### config.mk
export PLATFORM = sky130hd
export DESIGN_NAME = adc_frame_sync
export DESIGN_NICKNAME = d
export VERILOG_FILES = /design/src/rtl/adc_frame_sync.sv
export SDC_FILE = /design/constraint.sdc
export NUM_CORES = 1
export LEC_CHECK = 0
export CAP_MARGIN = 5
export CORE_MARGIN = 2
export CORE_UTILIZATION = 40
export DETAILED_ROUTE_END_ITERATION = 12
export PLACE_DENSITY = 0.73
export SETUP_SLACK_MARGIN = 0.15
export SLEW_MARGIN = 20
export SYNTH_ARGS = -nofsm -noshare
export SYNTH_HDL_FRONTEND = slang
export SYNTH_SLANG_ARGS = --single-unit
### constraint.sdc
create_clock -name CLK -period 1.6 [get_ports CLK]
set_input_delay 0.24 -clock CLK [delete_from_list [all_inputs] [get_ports CLK]]
set_output_delay 0.24 -clock CLK [all_outputs]
set_load 0.05 [all_outputs]
### src/rtl/adc_frame_sync.sv
`default_nettype none
// ============================================================================
// Module      : adc_frame_sync
// Description : Re-times left/right ADC words from an asynchronous word clock
//               into stereo frames with a valid/ready handshake.
// Revision    : 1.0 - initial release
// ============================================================================
module adc_frame_sync #(
    parameter int WIDTH       = 16,
    parameter int SYNC_STAGES = 2
) (
    input  logic             CLK,
    input  logic             reset,
    input  logic             wclkIn,
    input  logic             lrckIn,
    input  logic [WIDTH-1:0] leftIn,
    input  logic [WIDTH-1:0] rightIn,
    output logic [WIDTH-1:0] leftOut,
    output logic [WIDTH-1:0] rightOut,
    output logic             outValid,
    input  logic             outReady,
    output logic             overflow,
    input  logic             clearOverflow
);

    localparam logic [0:0] c_WAIT_LEFT  = 1'b0;
    localparam logic [0:0] c_WAIT_RIGHT = 1'b1;

    logic [SYNC_STAGES-1:0] r_wclk_sync;
    logic [SYNC_STAGES-1:0] r_lrck_sync;
    logic                   r_wclk_prev;
    logic                   r_event;
    logic                   r_event_left;
    logic [0:0]             r_state;
    logic [WIDTH-1:0]       r_hold;

    logic w_fall;
    logic w_complete;
    logic w_drop;

    always_ff @(posedge CLK or posedge reset) begin
        if (reset) begin
            r_wclk_sync  <= '0;
            r_lrck_sync  <= '0;
            r_wclk_prev  <= 1'b0;
            r_event      <= 1'b0;
            r_event_left <= 1'b0;
        end else begin
            r_wclk_sync  <= {r_wclk_sync[SYNC_STAGES-2:0], wclkIn};
            r_lrck_sync  <= {r_lrck_sync[SYNC_STAGES-2:0], lrckIn};
            r_wclk_prev  <= r_wclk_sync[SYNC_STAGES-1];
            r_event      <= w_fall;
            r_event_left <= r_lrck_sync[SYNC_STAGES-1];
        end
    end

    // The channel bit travels beside the edge detector so both refer to the same word.
    assign w_fall     = ~r_wclk_sync[SYNC_STAGES-1] & r_wclk_prev;
    assign w_complete = r_event & ~r_event_left & (r_state == c_WAIT_RIGHT);
    assign w_drop     = w_complete & outValid & ~outReady;

    always_ff @(posedge CLK or posedge reset) begin
        if (reset) begin
            r_state <= c_WAIT_LEFT;
            r_hold  <= '0;
        end else if (r_event) begin
            if (r_event_left) begin
                r_hold  <= leftIn;
                r_state <= c_WAIT_RIGHT;
            end else if (r_state == c_WAIT_RIGHT) begin
                r_state <= c_WAIT_LEFT;
            end
        end
    end

    always_ff @(posedge CLK or posedge reset) begin
        if (reset) begin
            leftOut  <= '0;
            rightOut <= '0;
            outValid <= 1'b0;
        end else if (w_complete && (!outValid || outReady)) begin
            leftOut  <= r_hold;
            rightOut <= rightIn;
            outValid <= 1'b1;
        end else if (outValid && outReady) begin
            outValid <= 1'b0;
        end
    end

    // A drop wins over a coincident clear so no lost frame goes unreported.
    always_ff @(posedge CLK or posedge reset) begin
        if (reset) begin
            overflow <= 1'b0;
        end else if (w_drop) begin
            overflow <= 1'b1;
        end else if (clearOverflow) begin
            overflow <= 1'b0;
        end
    end

endmodule
`default_nettype wire

# After elaboration in Yosys (flattened, before gate mapping)
# Index checks and enable logic that the tools add are counted.
# classes
n_bitwise	8
n_reduce_logical	7
n_mux	5
# ops
cell	count
1-bit bitwise AND	5
1-bit 2-to-1 mux	5
2-bit nonzero test	2
1-bit NOT	3
1-bit logical AND	2
2-bit AND reduction	1
1-bit zero test	1
1-bit logical OR	1
# totals
register_bits	58
elab_cells	31

# Longest topological paths before layout
# Gate-level depths: netlist (run 1).
# depth
depth_word	6
depth_mapped	5
depth_no_buf	3

# Worst setup path before layout (run 1)
# Ideal clock, no wire load.
# synth_timing
kind	register -> register
startpoint	reg outValid
endpoint	reg leftOut[0]
synth_period_minus_slack_ns	1.543
required_ns	1.475
setup_slack_ns	0.057
arrival_ns	1.418
setup_ns	0.125
stages_incl_launch_ff	6
path_cell_list	dfrtp_1 -> nand2b_4 -> nor2b_4 -> buf_6 -> buf_12 -> mux2_4
# synth_via
elab_chain_cells	3
# synth_lines
element	line_no	text
start, declared	20	output logic outValid,
start signal, assigned	80	outValid <= 1'b0;
start signal, assigned	84	outValid <= 1'b1;
start signal, assigned	86	outValid <= 1'b0;
1-bit zero test	81	end else if (w_complete && (!outValid || outReady)) begin
1-bit logical OR	81	
1-bit logical AND	81	
end signal, assigned	82	leftOut <= r_hold;
end, declared	18	output logic [WIDTH-1:0] leftOut,
# No other way between the ends.
# A chain may end at the register's enable or synchronous reset.

# Worst setup path after layout (run 1)
# layout_timing
startpoint	reg r_event_left
endpoint	reg rightOut[15]
# layout_via
elab_chain_cells	4
# layout_lines
element	line_no	text
start, declared	33	logic r_event_left;
start signal, assigned	53	r_event_left <= r_lrck_sync[SYNC_STAGES-1];
1-bit NOT	59	assign w_complete = r_event & ~r_event_left & (r_state == c_WAIT_RIGHT);
1-bit bitwise AND (2 in series)	59	
1-bit logical AND	81	
end signal, assigned	83	rightOut <= rightIn;
end, declared	19	output logic [WIDTH-1:0] rightOut,
# No other way between the ends.

==> results of run 1 <==
==> per-layer routing <==
layer	vias up	wire, um	track usage, %
met3	11	236	4.66
met2	47	2520	28.6
li1	593	-	-
met4	0	117	9.31
met1	663	1860	18.5
met5	-	0	0
==> worst max-delay path, delay by kind of cell (launching register included) <==
family                 cells  cell delay (ps)
buffers and inverters      2              280
DFF                        1              390
muxes                      1              310
and+or+nand+nor            2              330
==> placed cells by master, fill, tap and decap left out <==
master / instances
sky130_fd_sc_hd__dfrtp_1: 57
sky130_fd_sc_hd__clkdlybuf4s50_1: 37
sky130_fd_sc_hd__buf_4: 35
sky130_fd_sc_hd__mux2_4: 30
sky130_fd_sc_hd__mux2_2: 18
sky130_fd_sc_hd__clkbuf_8: 9
sky130_fd_sc_hd__buf_12: 5
sky130_fd_sc_hd__clkinv_2: 4
sky130_fd_sc_hd__clkinvlp_4: 2
sky130_fd_sc_hd__inv_1: 2
sky130_fd_sc_hd__clkbuf_16: 2
sky130_fd_sc_hd__nand3b_4: 1
sky130_fd_sc_hd__nand2b_4: 1
sky130_fd_sc_hd__nor2b_4: 1
sky130_fd_sc_hd__nand2_2: 1
sky130_fd_sc_hd__nor2b_1: 1
sky130_fd_sc_hd__o22ai_1: 1
sky130_fd_sc_hd__nand2_1: 1
sky130_fd_sc_hd__o21ai_0: 1
sky130_fd_sc_hd__bufinv_16: 1
sky130_fd_sc_hd__clkbuf_1: 1
sky130_fd_sc_hd__dfrtp_2: 1
sky130_fd_sc_hd__buf_6: 1
==> power by group <==
group	switching, uW	total (uW)	internal (uW)
Combinational	1420	2370	950
Clock	561	1270	707
Sequential	262	2130	1870
==> flip-flops by register name, summed over array words and instances, names as in the netlist <==
| signal | cells |
|---|---|
| r_state | 1 |
| r_wclk_sync | 2 |
| r_wclk_prev | 1 |
| overflow | 1 |
| leftOut | 16 |
| r_event_left | 1 |
| rightOut | 16 |
| r_event | 1 |
| outValid | 1 |
| r_hold | 16 |
| r_lrck_sync | 2 |
==> cell families (layout without fill, tap and decap cells) <==
family / Yosys count / after routing / synth area share, %
mux: 48 / 48 / 28.8
buf+inv: 8 / 99 / 3.86
compound gates: 2 / 2 / 0.497
simple gates: 6 / 6 / 2.81
flops: 58 / 58 / 64.0
==> timing repair <==
action | 4_1_cts | 5_1_grt
resized for setup | 0 | 1
hold buffers | 0 | 0
hold endpoints to repair | 0 | 0
buffers inserted | 0 | 1
endpoints found under the setup margin | 0 | 5
==> through the flow <==
step                      cell area, um^2  total power [uW]
after floorplan                      2270              3750
after global placement               3010              4460
after detailed placement             3010              4520
after CTS                            3190              5820
after global routing                 3270              6020
final                                3270              5770
==> layout make-up <==
class	count	area (um^2)	share of cell area (%)
sequential	58	1450	44.5
timing repair buffer	80	795	24.3
multi-input combinational	56	728	22.3
clock buffer	10	128	3.91
tap	72	90.1	2.76
clock inverter	6	57.6	1.76
inverter	3	15.0	0.460
==> worst paths after layout <==
check,endpoint,start,depth (start not counted),slack (ps)
max,rightOut[15],r_event_left,5,170
min,rightOut[4],reset,2,230
max reg2reg,rightOut[15],r_event_left,5,170
min reg2reg,r_event_left,r_lrck_sync[1],0,350
max in group asynchronous,leftOut[5],reset,3,940
min in group CLK,r_event_left,r_lrck_sync[1],0,350
==> parameters.txt, run 1 <==
Parameter                              Value

Worst setup path
  Critical Path Sink Type ... flop
  Cell repeated most along the worst path ... sky130_fd_sc_hd__buf_12
  Worst path arrival time ... 1650 ps
  Slowest-stage cell, CP ... sky130_fd_sc_hd__dfrtp_1
  Max Fanout on Critical Path ... 8
  Required time at the worst-slack endpoint ... 1820 ps
  Type of the worst setup path ... flop to flop
  CP Cell Sequence ... nand3b_4 -> nor2b_4 -> buf_12 -> buf_12 -> mux2_4
  Slowest cell delay on critical path ... 390 ps
  Crit start category ... flop

Detailed routing
  Total iterations of the first detailed-routing run ... 5
  Average wire length per cell after detail routing ... 16.6 um
  Wirelength, routed ... 4730 um
  Post-detailed-route count of antenna-violating nets ... 0
  Post-route DRC violation count ... 0
  Vias after detailed routing ... 1314
  Violation count after the first detailed-routing iteration ... 42
  Via density ... 4.61

Floorplanning
  Die ar. ... 0.00629 mm^2
  Starting density of the core ... 41.2%
  Number of rows created at floorplan ... 27
  Area of the core ... 0.00551 mm^2
  Num ports ... 72
  Vertical extent of the die ... 79.3 um
  Die Width ... 79.3 um

Finish
  Area growth from synthesis to final layout ... 44.0%
  Non-filler cells in the finished layout ... 285
  Net total in the final layout ... 246
  Number of filler cells placed in the layout ... 428
  Fin util ... 59.3%
  Share of post-route cells with drive strength above 1 ... 52.6%
  Count of inserted antenna diode cells ... 0

Hold path
  Class of the tightest hold or removal check ... input pin to async pin

Global route
  Aggregate global routing overflow ... 0
  Antenna violations before repair ... 0
  Vias in the first global route ... 1478
  Global-route wire length before repair ... 7510 um
  Total track usage ... 16.6%
  Maximum number of pins on one net before global-route repair ... 29

Timing
  Worst slew margin ... 71.3%
  Final setup TNS ... 0 ps
  Min Hold Slack ... 226 ps
  Number of max-slew violations in the final report ... 0
  Least-Margin Pin Slew ... 429 ps
  Final period utilization ... 89.7%
  Slack of the critical path ... 165 ps
  Max Clk Rate ... 697 MHz
  Setup repair after global routing missed its margin ... no
  Fin Clk Skew ... 10.2 ps
  Hold violation total from the final report ... 0
  Setup Viol. Count Final ... 0
  Time the worst path needs with I/O delays and setup ... 1430 ps

Synthesis
  Average cell area after synthesis ... 18.6 um^2
  Share of the yosys chip area belonging to registers ... 64.0%
  Proportion of register bits with asynchronous set or reset after synthesis ... 100%
  Count of yosys warnings during synthesis ... 0
  Number of flops mapped to enable cells by yosys ... 0
  Area share of the leading cell type in the synthesized netlist ... 64.0%
  Flip-flop and latch count after synthesis ... 58
  Mapped Area ... 0.00227 mm^2
  Cell type contributing the most total cell area after synthesis ... sky130_fd_sc_hd__dfrtp_1
  Most common library cells after synthesis ... sky130_fd_sc_hd__dfrtp_1, sky130_fd_sc_hd__mux2_4, sky130_fd_sc_hd__mux2_2
  Largest cells by area after synthesis ... sky130_fd_sc_hd__dfrtp_1, sky130_fd_sc_hd__mux2_4, sky130_fd_sc_hd__mux2_2
  Post-synthesis net count ... 160
  Leading cell type by number of instances after synthesis ... sky130_fd_sc_hd__dfrtp_1
  Top flip-flop cell by instance count after synthesis ... sky130_fd_sc_hd__dfrtp_1
  Distinct cell type count after synthesis ... 15
  Post-synthesis cell count ... 122

CTS
  Reg clk slew, reported paths ... 70 ps
  Clock latency reported for the late side of the worst-skew pair ... 340 ps
  Number of H-tree branching levels ... 3
  Clock tree from TritonCTS ... done
  Clock sink total ... 58
  Clock Root Buffer ... sky130_fd_sc_hd__clkbuf_8
  Number of buffers on the longest clock path ... 2
  Clock buffers created by TritonCTS ... 9

Power
  Leakage component of the power ... 0.00151 uW
  Power per cell area ... 1770 mW/mm^2
  Peak supply drop ... 1050 uV

Placed design
  Pre-CTS WS ... -100 ps
  # placed instances ... 266
  Global placer's final weighted congestion ... 0.763
  Number of buffer cells added on primary ports ... 71
  DPL Wire Length ... 3350 um

Job
  Maxcap violations ... 0

Run status
  Outcome ... complete, no violations
Note: power is estimated with default switching activity, not from simulation.
==> run 2, diff against run 1 <==
--- a/config.mk
+++ b/config.mk
@@ -5,11 +5,12 @@
 export SDC_FILE = /design/constraint.sdc
 export NUM_CORES = 1
 export LEC_CHECK = 0
+export ABC_AREA = 1
 export CAP_MARGIN = 5
 export CORE_MARGIN = 2
 export CORE_UTILIZATION = 40
 export DETAILED_ROUTE_END_ITERATION = 12
-export PLACE_DENSITY = 0.73
+export PLACE_DENSITY = 0.74
 export SETUP_SLACK_MARGIN = 0.15
 export SLEW_MARGIN = 20
 export SYNTH_ARGS = -nofsm -noshare
==> run 2 against run 1 <==
Net effect:
- critical path type unchanged
- design area down 4.9%
- utilization decreased by 2.6 points
- combinational power decreased by 27%
- highest routed layer unchanged
- hold slack improved by 110 ps
- fmax increased by 7.9%
- wire length is 2.2% lower
- count of clock-buffer cells in the layout grew 1
==> parameters.txt, run 2 <==
Parameter                              Value

Run status
  Outcome ... complete, no violations

Timing
  Time the worst path needs with I/O delays and setup ... 1330 ps
  Least-Margin Pin Slew ... 343 ps
  Worst slew margin ... 77.1%
  Setup repair after global routing missed its margin ... no
  Number of max-slew violations in the final report ... 0
  Final setup TNS ... 0 ps
  Fin Clk Skew ... 7.34 ps
  Hold violation total from the final report ... 0
  Setup Viol. Count Final ... 0
  Min Hold Slack ... 336 ps
  Slack of the critical path ... 271 ps
  Max Clk Rate ... 752 MHz
  Final period utilization ... 83.1%

Synthesis
  Distinct cell type count after synthesis ... 11
  Share of the yosys chip area belonging to registers ... 64.5%
  Largest cells by area after synthesis ... sky130_fd_sc_hd__dfrtp_1, sky130_fd_sc_hd__nand2_1, sky130_fd_sc_hd__nand3_1
  Post-synthesis net count ... 270
  Mapped Area ... 0.00225 mm^2
  Count of yosys warnings during synthesis ... 0
  Cell type contributing the most total cell area after synthesis ... sky130_fd_sc_hd__dfrtp_1
  Top flip-flop cell by instance count after synthesis ... sky130_fd_sc_hd__dfrtp_1
  Flip-flop and latch count after synthesis ... 58
  Post-synthesis cell count ... 232
  Proportion of register bits with asynchronous set or reset after synthesis ... 100%
  Most common library cells after synthesis ... sky130_fd_sc_hd__nand2_1, sky130_fd_sc_hd__dfrtp_1, sky130_fd_sc_hd__nand3_1
  Area share of the leading cell type in the synthesized netlist ... 64.5%
  Number of flops mapped to enable cells by yosys ... 0
  Leading cell type by number of instances after synthesis ... sky130_fd_sc_hd__nand2_1
  Average cell area after synthesis ... 9.70 um^2

Finish
  Area growth from synthesis to final layout ... 38.0%
  Biggest regs ... leftOut x16, r_hold x16, rightOut x16
  Commonest cells after routing, fill and taps aside ... sky130_fd_sc_hd__nand2_1, sky130_fd_sc_hd__dfrtp_1, sky130_fd_sc_hd__nand3_1
  Fin util ... 56.7%
  Count of inserted antenna diode cells ... 0
  Net total in the final layout ... 347
  Most frequent standard cell in the layout excluding fill and tap cells ... sky130_fd_sc_hd__nand2_1
  Share of post-route cells with drive strength above 1 ... 18.7%

Worst setup path
  Worst path arrival time ... 1540 ps
  Critical register-to-register path startpoint ... r_event
  Max Fanout on Critical Path ... 33
  Crit start category ... flop
  Crit Reg-Reg Endpoint ... rightOut[5]
  CP Cell Sequence ... nand2_4 -> nor2_8 -> nand2_4 -> nand2_1 -> nand2_1
  Required time at the worst-slack endpoint ... 1810 ps
  Internal reg-to-reg setup slack ... 270 ps
  Launch point of the critical path ... r_event
  Slowest cell delay on critical path ... 490 ps
  Cell family with most CP delay ... simple AND/OR/NAND/NOR gates
  Critical Path Sink Type ... flop
  Type of the worst setup path ... flop to flop
  WP buf/inv ... 0
  Slowest-stage cell, CP ... sky130_fd_sc_hd__dfrtp_1
  Worst r2r path cells ... 5

CTS
  Number of gates given a new drive strength after cts ... 0
  Clock sink total ... 58
  Clock Root Buffer ... sky130_fd_sc_hd__clkbuf_8
  Number of H-tree branching levels ... 3
  Buffer count from post-CTS setup fixing ... 0
  Clock buffers created by TritonCTS ... 9
  Post-CTS Hold Fix Bufs ... 0
  Number of buffers on the longest clock path ... 2
  Reg clk slew, reported paths ... 60 ps
  Clock latency reported for the late side of the worst-skew pair ... 320 ps
  Clock tree from TritonCTS ... done

Detailed routing
  Total iterations of the first detailed-routing run ... 4
  Wirelength, routed ... 4630 um
  Violation count after the first detailed-routing iteration ... 141
  Vias after detailed routing ... 1758
  Via density ... 4.60
  Post-route DRC violation count ... 0
  Post-detailed-route count of antenna-violating nets ... 0
  Average wire length per cell after detail routing ... 12.1 um

Global route
  Vias in the first global route ... 1760
  Antenna violations before repair ... 0
  Maximum number of pins on one net before global-route repair ... 59
  Global-route wire length before repair ... 7890 um
  Total track usage ... 16.2%
  Aggregate global routing overflow ... 0

Floorplanning
  Area of the core ... 0.00547 mm^2
  Vertical extent of the die ... 79.0 um
  Num ports ... 72
  Starting density of the core ... 41.1%
  Die Width ... 79.0 um
  Die ar. ... 0.00624 mm^2
  Number of rows created at floorplan ... 27

Placed design
  Global placer's final weighted congestion ... 0.659
  Number of buffer cells added on primary ports ... 71
  DPL Wire Length ... 3090 um
  Pre-CTS WS ... 137 ps

Power
  Leakage component of the power ... 0.00165 uW
  Peak supply drop ... 725 uV
  Power per cell area ... 1550 mW/mm^2

Job
  Maxcap violations ... 0

Hold path
  Class of the tightest hold or removal check ... input pin to async pin
-- run 2: metal layers --
metal | part of all wire [%] | global-route usage, % | wire length, um | vias to the layer above
met2 | 46 | 26.1 | 2130 | 59
met1 | 46 | 20.6 | 2120 | 802
met4 | 1.8 | 7.24 | 82 | 0
li1 | - | - | - | 889
met3 | 6.5 | 4.09 | 299 | 8
met5 | 0 | 0 | 0 | -
-- run 2: cell type report --
cell class                      instances  area [um^2]
Fill cell                             522         2370
Sequential cell                        58         1450
Timing Repair Buffer                   80          718
Multi-Input combinational cell        154          672
Clock buffer                           11          141
Tap cell                               72         90.1
Inverter                                6         26.3
Clock inverter                          1         5.00
-- run 2: worst register-to-register path: stages, from the launching register on --
cell and delay (ps):
sky130_fd_sc_hd__dfrtp_1 490, sky130_fd_sc_hd__nand2_4 100, sky130_fd_sc_hd__nor2_8 190, sky130_fd_sc_hd__nand2_4 250, sky130_fd_sc_hd__nand2_1 140, sky130_fd_sc_hd__nand2_1 50
-- run 2: logic make-up after synthesis --
family	count (synthesis)	share of synthesized area, %
and+or+nand+nor	152	29.4
buffers and inverters	20	5.62
DFF	58	64.5
AOI/OAI and AO/OA	2	0.445
-- run 2: report_power, final --
part	switching (uW)	leakage, uW	internal, uW
clock network	500	0.0000770	567
registers	192	0.000727	1790
logic	1210	0.000843	533
total	1900	0.00165	2890
-- run 2: how the worst max path moves through the flow --
stage               slack (ps)  depth (start not counted)           end
finish                     270                          5   rightOut[5]
global placement           150                          6   leftOut[15]
detailed placement         140                          6   rightOut[5]
CTS                        260                          5   rightOut[5]
global route               160                          5  rightOut[15]
floorplan                  260                          4    leftOut[0]
-- run 2: through the flow --
step,cells,cell area [um^2],total power (uW)
2_1_floorplan,232,2250,3160
3_3_place_gp,370,2960,3740
3_5_place_dp,370,2960,3770
4_1_cts,382,3100,4840
5_1_grt,382,3100,5040
6_report,382,3100,4800
==> run 3, diff against run 2 <==
--- a/config.mk
+++ b/config.mk
@@ -10,7 +10,7 @@
 export CORE_MARGIN = 2
 export CORE_UTILIZATION = 40
 export DETAILED_ROUTE_END_ITERATION = 12
-export PLACE_DENSITY = 0.74
+export PLACE_DENSITY = 0.71
 export SETUP_SLACK_MARGIN = 0.15
 export SLEW_MARGIN = 20
 export SYNTH_ARGS = -nofsm -noshare
==> constraint.sdc (replaced) <==
create_clock -name CLK -period 1.35 [get_ports CLK]
set_input_delay 0.2025 -clock CLK [delete_from_list [all_inputs] [get_ports CLK]]
set_output_delay 0.2025 -clock CLK [all_outputs]
set_load 0.05 [all_outputs]
==> run 3 against run 2 <==
Net effect:
- final cell count rose by 2.6%
- critical path depth shrank 4
- via count rose by 3.2%
- count of clock-buffer cells in the layout increased by 3
- clock power up 36%
- register-to-register slack worse by 40 ps
- sequential power increased by 26%
- total power rose by 41%
- wire length is 4.6% higher
- combinational power increased by 62%
- sequential share of layout area shrank 6.6 points
- largest power group is now combinational logic
- highest routed layer unchanged
==> parameters.txt, run 3 (synthesis results as in run 2) <==
Parameter                              Value

Placed design
  Pre-CTS WS ... -23.2 ps
  DPL Wire Length ... 3440 um
  Number of buffer cells added on primary ports ... 71
  Global placer's final weighted congestion ... 0.747
  # placed instances ... 375

Timing
  Final setup TNS ... 0 ps
  Min Hold Slack ... 297 ps
  Slack of the critical path ... 231 ps
  Time the worst path needs with I/O delays and setup ... 1120 ps
  Final period utilization ... 82.9%
  Fin Clk Skew ... 7.69 ps
  Hold violation total from the final report ... 0
  Number of max-slew violations in the final report ... 0
  Max Clk Rate ... 893 MHz
  Least-Margin Pin Slew ... 302 ps
  Setup repair after global routing missed its margin ... no
  Worst slew margin ... 79.9%
  Setup Viol. Count Final ... 0

Worst setup path
  Internal reg-to-reg setup slack ... 230 ps
  CP Cell Sequence ... buf_12
  Type of the worst setup path ... flop to output pin
  Slowest cell delay on critical path ... 420 ps
  Crit start category ... flop
  Required time at the worst-slack endpoint ... 1150 ps
  Cell family with most CP delay ... flip-flops
  Slowest-stage cell, CP ... sky130_fd_sc_hd__dfrtp_1
  Crit Reg-Reg Endpoint ... rightOut[12]
  WP buf/inv ... 1
  Critical register-to-register path startpoint ... r_event
  Critical Path Sink Type ... output pin
  Worst r2r path cells ... 6
  Max Fanout on Critical Path ... 2
  Worst path arrival time ... 920 ps

Floorplanning
  Area of the core ... 0.00547 mm^2
  Vertical extent of the die ... 79.0 um
  Die Width ... 79.0 um
  Die ar. ... 0.00624 mm^2
  Number of rows created at floorplan ... 27
  Starting density of the core ... 41.1%
  Num ports ... 72

Power
  Sequential cell fraction of total power ... 37.0%
  Total power draw ... 6780 uW
  Power per cell area ... 1870 mW/mm^2
  Portion of total power attributed to combinational logic ... 41.6%
  Total internal power ... 4300 uW
  Net switching power figure ... 2470 uW
  Clock Power Share ... 21.4%
  Peak supply drop ... 948 uV
  Sw Share ... 36.5%
  Leakage component of the power ... 0.00182 uW

Detailed routing
  Violation count after the first detailed-routing iteration ... 105
  Post-detailed-route count of antenna-violating nets ... 0
  Vias after detailed routing ... 1814
  Via density ... 4.63
  Average wire length per cell after detail routing ... 12.3 um
  Total iterations of the first detailed-routing run ... 5
  Post-route DRC violation count ... 0
  Wirelength, routed ... 4840 um

Finish
  Share of post-route cells with drive strength above 1 ... 22.2%
  Biggest regs ... leftOut x16, r_hold x16, rightOut x16
  Area taken by flip-flops and latches ... 0.00146 mm^2
  Net total in the final layout ... 353
  Combined area of the multi-input logic cells ... 674 um^2
  Count of inserted antenna diode cells ... 0
  Commonest cells after routing, fill and taps aside ... sky130_fd_sc_hd__nand2_1, sky130_fd_sc_hd__dfrtp_1, sky130_fd_sc_hd__nand3_1
  Non-filler cells in the finished layout ... 392
  Most frequent standard cell in the layout excluding fill and tap cells ... sky130_fd_sc_hd__nand2_1
  Number of filler cells placed in the layout ... 469
  Area growth from synthesis to final layout ... 61.0%

CTS
  Clock latency reported for the late side of the worst-skew pair ... 330 ps
  Post-CTS Hold Fix Bufs ... 0
  Clock Root Buffer ... sky130_fd_sc_hd__clkbuf_8
  Clock sink total ... 58
  Number of H-tree branching levels ... 3
  Clock buffers created by TritonCTS ... 9
  Clock tree from TritonCTS ... done
  Number of buffers on the longest clock path ... 2
  Reg clk slew, reported paths ... 60 ps

Global route
  Aggregate global routing overflow ... 0
  Global-route wire length before repair ... 8380 um
  Total track usage ... 17.8%
  Maximum number of pins on one net before global-route repair ... 59
  Antenna violations before repair ... 0
  Vias in the first global route ... 1778

Job
  Maxcap violations ... 0

Run status
  Outcome ... complete, no violations

Hold path
  Class of the tightest hold or removal check ... input pin to async pin
[run 3: changes by cell type in the layout (fill, tap and decap cells not counted), moves of 2 or more]
cell                       change
sky130_fd_sc_hd__dfrtp_1       -3
sky130_fd_sc_hd__buf_4        -29
sky130_fd_sc_hd__buf_12       +34
sky130_fd_sc_hd__clkbuf_8      +2
sky130_fd_sc_hd__dfrtp_2       +3
[run 3: power groups by stage]
stage | logic [uW] | clock network [uW] | registers, uW
final | 2820 | 1450 | 2510
after global routing | 2970 | 1560 | 2560
after CTS | 2850 | 1480 | 2510
after detailed placement | 2840 | 0 | 2530
after global placement | 2810 | 0 | 2520
after floorplan | 367 | 0 | 3370
[run 3: per-stage QoR]
step	utilization, %	area (um^2)
floorplan	-	2250
global placement	62.5	3420
detailed placement	62.5	3420
CTS	66.0	3610
global route	66.2	3620
finish	66.2	3620
[run 3: area by class of cell]
type                       count  area share [%]
sequential                    58            40.2
timing repair buffer          86            32.9
multi-input combinational    154            18.6
clock buffer                  14            4.77
tap                           72            2.49
inverter                       6           0.726
clock inverter                 2           0.276
[run 3: metal layers]
layer | vias up | routed length, um | share of wire, % | track usage, %
li1 | 906 | - | - | -
met1 | 841 | 2090 | 43 | 22.4
met2 | 59 | 2410 | 50 | 28.4
met3 | 8 | 255 | 5.3 | 4.43
met4 | 0 | 80 | 1.7 | 9.31
met5 | - | 0 | 0 | 0
[run 3: worst max-delay path by stage]
stage                    start  cells after the start  slack, ps            to
floorplan             outValid                      5        160    leftOut[0]
global placement      outReady                      6         -5   leftOut[14]
detailed placement    outReady                      6        -20   leftOut[14]
CTS                    r_event                      5        150     r_hold[1]
global route           r_event                      6        160  rightOut[12]
finish              leftOut[2]                      1        230    leftOut[2]
[run 3: what timing repair did]
| item | 4_1_cts | 5_1_grt |
|---|---|---|
| pin swaps | 1 | 0 |
| endpoints found under the setup margin | 45 | 16 |
| setup buffers | 1 | 0 |
| resized for setup | 1 | 3 |
